--- src/rtl/bcd_counter_pkg.sv ---
// Shared types for the cascaded BCD up/down counter.
package bcd_counter_pkg;

    localparam int unsigned DIGIT_W = 4;

    typedef logic [DIGIT_W-1:0] digit_t;

    typedef enum logic {
        DOWN = 1'b0,
        UP   = 1'b1
    } dir_t;

endpackage

--- src/rtl/bcd_digit.sv ---
// One counter digit of modulus Mod: synchronous reset, clamped parallel load, up/down step.
module bcd_digit
    import bcd_counter_pkg::*;
#(
    parameter int unsigned Mod = 10
) (
    input  logic   clk_i,
    input  logic   mr_i,
    input  logic   step_i,
    input  dir_t   up_i,
    input  logic   load_i,
    input  digit_t load_val_i,
    output digit_t digit_o,
    output logic   at_max_o,
    output logic   at_min_o
);

    // 5-bit arithmetic keeps Mod=16 free of 4-bit overflow.
    localparam logic [4:0] ModW = 5'(Mod);
    localparam logic [4:0] MaxW = 5'(Mod - 1);

    digit_t     digit_q, digit_d;
    logic [4:0] ext;

    assign ext = {1'b0, digit_q};

    always_comb begin
        digit_d = digit_q;
        if (load_i) begin
            digit_d = ({1'b0, load_val_i} >= ModW) ? '0 : load_val_i;
        end else if (step_i) begin
            if (up_i == UP) begin
                digit_d = (ext == MaxW) ? '0 : digit_t'(ext + 5'd1);
            end else begin
                digit_d = (ext == 5'd0) ? digit_t'(MaxW) : digit_t'(ext - 5'd1);
            end
        end
    end

    always_ff @(posedge clk_i) begin
        if (mr_i) begin
            digit_q <= '0;
        end else begin
            digit_q <= digit_d;
        end
    end

    assign digit_o  = digit_q;
    assign at_max_o = (ext == MaxW);
    assign at_min_o = (digit_q == '0);

endmodule

--- src/rtl/bcd_updown_counter.sv ---
// Cascaded BCD up/down counter with terminal count and wrap pulse.
// Define BCD_CNT_SATURATE_EN to hold at the terminal value instead of wrapping.
module bcd_updown_counter
    import bcd_counter_pkg::*;
#(
    parameter int unsigned DIGITS = 4,
    parameter int unsigned MOD    = 10
) (
    input  logic                  CLK,
    input  logic                  MR,
    input  logic                  Load,
    input  logic                  Enable,
    input  logic                  Up,
    input  logic [4*DIGITS-1:0]   P,
    output logic [4*DIGITS-1:0]   Q,
    output logic                  TC,
    output logic                  Wrapped
);

    dir_t              dir;
    logic [DIGITS-1:0] at_max, at_min, carry;
    logic [DIGITS:0]   step;
    logic              cnt_en, at_term;
    logic              wrapped_q, wrapped_d;

    assign dir     = Up ? UP : DOWN;
    assign cnt_en  = Enable & ~Load;
    assign at_term = (dir == UP) ? (&at_max) : (&at_min);
    assign TC      = cnt_en & at_term;

`ifdef BCD_CNT_SATURATE_EN
    assign step[0]   = cnt_en & ~at_term;
    assign wrapped_d = 1'b0;
`else
    assign step[0]   = cnt_en;
    assign wrapped_d = TC;
`endif

    for (genvar k = 0; k < DIGITS; k++) begin : g_digit
        // Digit k+1 steps only when this digit rolls over in the current direction.
        assign carry[k]    = (dir == UP) ? at_max[k] : at_min[k];
        assign step[k + 1] = step[k] & carry[k];

        bcd_digit #(
            .Mod (MOD)
        ) u_digit (
            .clk_i      (CLK),
            .mr_i       (MR),
            .step_i     (step[k]),
            .up_i       (dir),
            .load_i     (Load),
            .load_val_i (P[4*k +: 4]),
            .digit_o    (Q[4*k +: 4]),
            .at_max_o   (at_max[k]),
            .at_min_o   (at_min[k])
        );
    end

    always_ff @(posedge CLK) begin
        if (MR) begin
            wrapped_q <= 1'b0;
        end else begin
            wrapped_q <= wrapped_d;
        end
    end

    assign Wrapped = wrapped_q;

endmodule

--- config.mk ---
export PLATFORM = sky130hd
export DESIGN_NAME = bcd_updown_counter
export DESIGN_NICKNAME = d
export VERILOG_FILES = /design/src/rtl/bcd_counter_pkg.sv /design/src/rtl/bcd_digit.sv /design/src/rtl/bcd_updown_counter.sv
export SDC_FILE = /design/constraint.sdc
export NUM_CORES = 1
export LEC_CHECK = 0
export CAP_MARGIN = 20
export CORE_MARGIN = 2
export CORE_UTILIZATION = 45
export CTS_CLUSTER_SIZE = 40
export DETAILED_ROUTE_END_ITERATION = 8
export DONT_BUFFER_PORTS = 1
export PLACE_DENSITY = 0.63
export SYNTH_ARGS = -nofsm -noshare
export SYNTH_HDL_FRONTEND = slang
export SYNTH_SLANG_ARGS = --single-unit
--- constraint.sdc ---
create_clock -name CLK -period 2.1 [get_ports CLK]
set_input_delay 0.42 -clock CLK [delete_from_list [all_inputs] [get_ports CLK]]
set_output_delay 0.42 -clock CLK [all_outputs]
set_load 0.03 [all_outputs]
==> impl_metrics.yaml <==
run_status:
  run_status: "finished with violations"
  violations: "setup timing"
cts:
  clkSinkCount: 17
  cts_buffers: 3
  cts_tree: "built"
  clkLatencyLatePin_ps: 290
  clk_pin_slew_ps: 100
  clockBufferDepth: 2
  htree_num_levels: 1
  cts_root_buffer: "clkbuf_4"
timing:
  relSlewSlack_pct: 69.0
  period_share_pct: 104
  worst_pin_slew_ps: 461
  report.final.slew_viol_count: 0
  fin_skew_ps: 2.54
  fmax_ghz: 0.460
  rsz0062_at_grt: "true"
  setup_tns_ps: -73.9
  hold_viol: 0
  setup_viol: 1
  finalWorstSetupSlack_ps: -73.9
  min_period_ps: 2170
logic_synthesis:
  ys.flop_type: "dfxtp_1"
  yosys.area.top_type_share_pct: 23.6
  ys_types: 48
  syn_area_per_cell_um2: 7.18
  synth_largest_area_cell: "dfxtp_1"
  syn-num-nets: 222
  syn_area_um2: 1440
  seq_area_frac_synth_pct: 23.6
  synth_area_leaders: "dfxtp_1 (24%), o21ai_0 (7.3%), a21oi_1 (6.9%)"
  synth_cells: 201
  synth_edf_count: 0
  ys_ff_latch: 17
  synth_warnings: 0
  async_flop_share_pct: 0
power:
  seq_power_share_pct: 45.0
  share_comb_of_total_power_pct: 32.4
  clockPowerShare_pct: 22.6
  powerDensity_nw_per_um2: 473
  netSwitchingPower_mw: 0.275
  intPower_mw: 0.519
  vdd_ir_drop_max_v: 0.000334
  p_sw_share_pct: 34.6
  leakagePower_nw: 0.552
  finalPower_mw: 0.793
setup_path:
  r2r-start: "g_digit[0].u_digit.digit_o[1]$_SDFFE_PP0P_"
  ff2ff_path_depth: 6
  worstSetupPathType: "reg -> out"
  worstSetupEndpointType: "output pin"
  r2r_slack_ps: 210
  r2r_end: "g_digit[2].u_digit.digit_o[3]$_SDFFE_PP0P_"
  start_kind: "flop"
  critPathArrivalTime_ps: 1750
  worstPathMaxFanout: 2
  worst-endpoint-required_ps: 1680
floorplan:
  rows: 20
  die_area_um2: 3680
  die_y_um: 60.6
  initial_core_util_pct: 47.3
  core_area_um2: 3050
  die_w_um: 60.6
  ioPinCount: 39
global_route:
  grt_pass1_wl_um: 6680
  grt_pass1_vias: 1499
  grt_max_degree: 32
  overflow: 0
  antenna_found_initial: 0
  track_usage_pct: 23.8
detailed_routing:
  drt_wl_total_um: 3880
  via_per_inst: 6.01
  vias: 1533
  post_drt_wl_per_cell_um: 15.2
  drcViolationCount: 0
  ant_nets: 0
  drt-initial-drc-count: 123
  drtPass1Iterations: 4
layout:
  syn_to_final_growth_pct: 16.2
  fillers: 314
  nNetsFinal: 233
  n_antenna_cell: 0
  layout-drive-gt1-share_pct: 20.9
  final-instance-count-excl-fill: 255
hold_path:
  hold_depth: 1
  whs_endpoint: "g_digit[0].u_digit.digit_o[2]$_SDFFE_PP0P_"
  min_path_type: "in -> reg"
  min-delay-start: "MR"
place:
  gp_congestion: 0.845
  hpwl_um: 2900
  placed_cells: 249
  portBuffers: 0
flow_run:
  maxCapViolations: 0
## worst max-delay path, cell delays in order, from the launching register on
cell	delay, ps
dfxtp_4	360
nor3b_4	230
o21ai_4	80
or3_4	390
a2111oi_4	220
buf_6	180
## registers in the layout, summed over array words and instances (netlist names)
register,cells
g_digit.u_digit.digit_o,16
Wrapped,1
## per-layer routing
metal	share of wire, %	global-route usage (%)	vias up
met5	0	0	-
met4	1.2	7.45	0
met3	7.5	5.76	6
met2	48	40.1	53
met1	43	30.0	712
li1	-	-	762
## layout make-up
class	instances	area, µm²	share of cell area, %
Multi-Input combinational cell	160	1040	62.0
Sequential cell	17	354	21.1
Timing Repair Buffer	23	176	10.5
Tap cell	44	55.1	3.28
Clock buffer	4	26.3	1.57
Inverter	7	26.3	1.57
## Yosys cell counts (3+ instances only)
cell      count
o21ai_0      21
a21oi_1      20
dfxtp_1      17
nand2_1      14
nor2_1       14
clkbuf_1     10
inv_1         7
xnor2_1       7
nand3b_1      6
a211oi_1      5
buf_2         5
nand3_1       5
nor4_1        5
o22ai_1       5
and3_1        4
nand2b_1      4
nor2b_1       4
nor3_1        4
a31oi_1       3
and2_1        3
mux2i_1       3
or2_2         3
## placed cells by master, fill, tap and decap left out, drive strengths merged, types with 7 or more instances in the layout
cell type	instances
xnor2	7
a21oi	20
dfxtp	17
inv	7
buf	23
nor2	14
o21ai	22
nand2	14
## power by group through the flow
stage          Sequential [mW]  Combinational, mW  Clock [mW]
2_1_floorplan            0.398              0.174           0
3_3_place_gp             0.364              0.246           0
3_5_place_dp             0.364              0.250           0
4_1_cts                  0.357              0.254       0.191
5_1_grt                  0.360              0.282       0.203
6_report                 0.357              0.257       0.179
## stage by stage
stage          instance area (µm²)  setup slack, ps  utilization [%]  hold slack, ps
6_report                      1680            -73.9             55.0             175
5_1_grt                       1680             -154             55.0             159
4_1_cts                       1670             -110             54.7             165
3_5_place_dp                  1630              112             53.5             489
3_3_place_gp                  1630              126             53.5             489
2_1_floorplan                 1510            0.418                -             537
## worst max path at each step
stage / startpoint / end / slack [ps]
floorplan: Up / TC / 0.4
global placement: Enable / TC / 130
detailed placement: Enable / TC / 110
CTS: g_digit[0].u_digit.digit_o[1]$_SDFFE_PP0P_ / TC / -110
global route: g_digit[0].u_digit.digit_o[1]$_SDFFE_PP0P_ / TC / -150
finish: g_digit[0].u_digit.digit_o[1]$_SDFFE_PP0P_ / TC / -70
## logic make-up (layout without fill, tap and decap cells)
| logic type | Yosys count | after routing | synth area share [%] |
|---|---|---|---|
| and+or+nand+nor | 77 | 77 | 30.7 |
| muxes | 3 | 3 | 2.08 |
| AOI/OAI and AO/OA | 72 | 72 | 32.2 |
| DFF | 17 | 17 | 23.6 |
| buffers and inverters | 24 | 34 | 6.67 |
| xor gates and xnor gates | 8 | 8 | 4.85 |
## what timing repair did
action | 4_1_cts | 5_1_grt
setup endpoints to repair | 1 | 1
pin swaps | 1 | 1
setup buffers | 1 | 1
hold buffers | 0 | 0
gates resized for setup | 2 | 0
No activity file was read; power rests on OpenSTA's default activity.
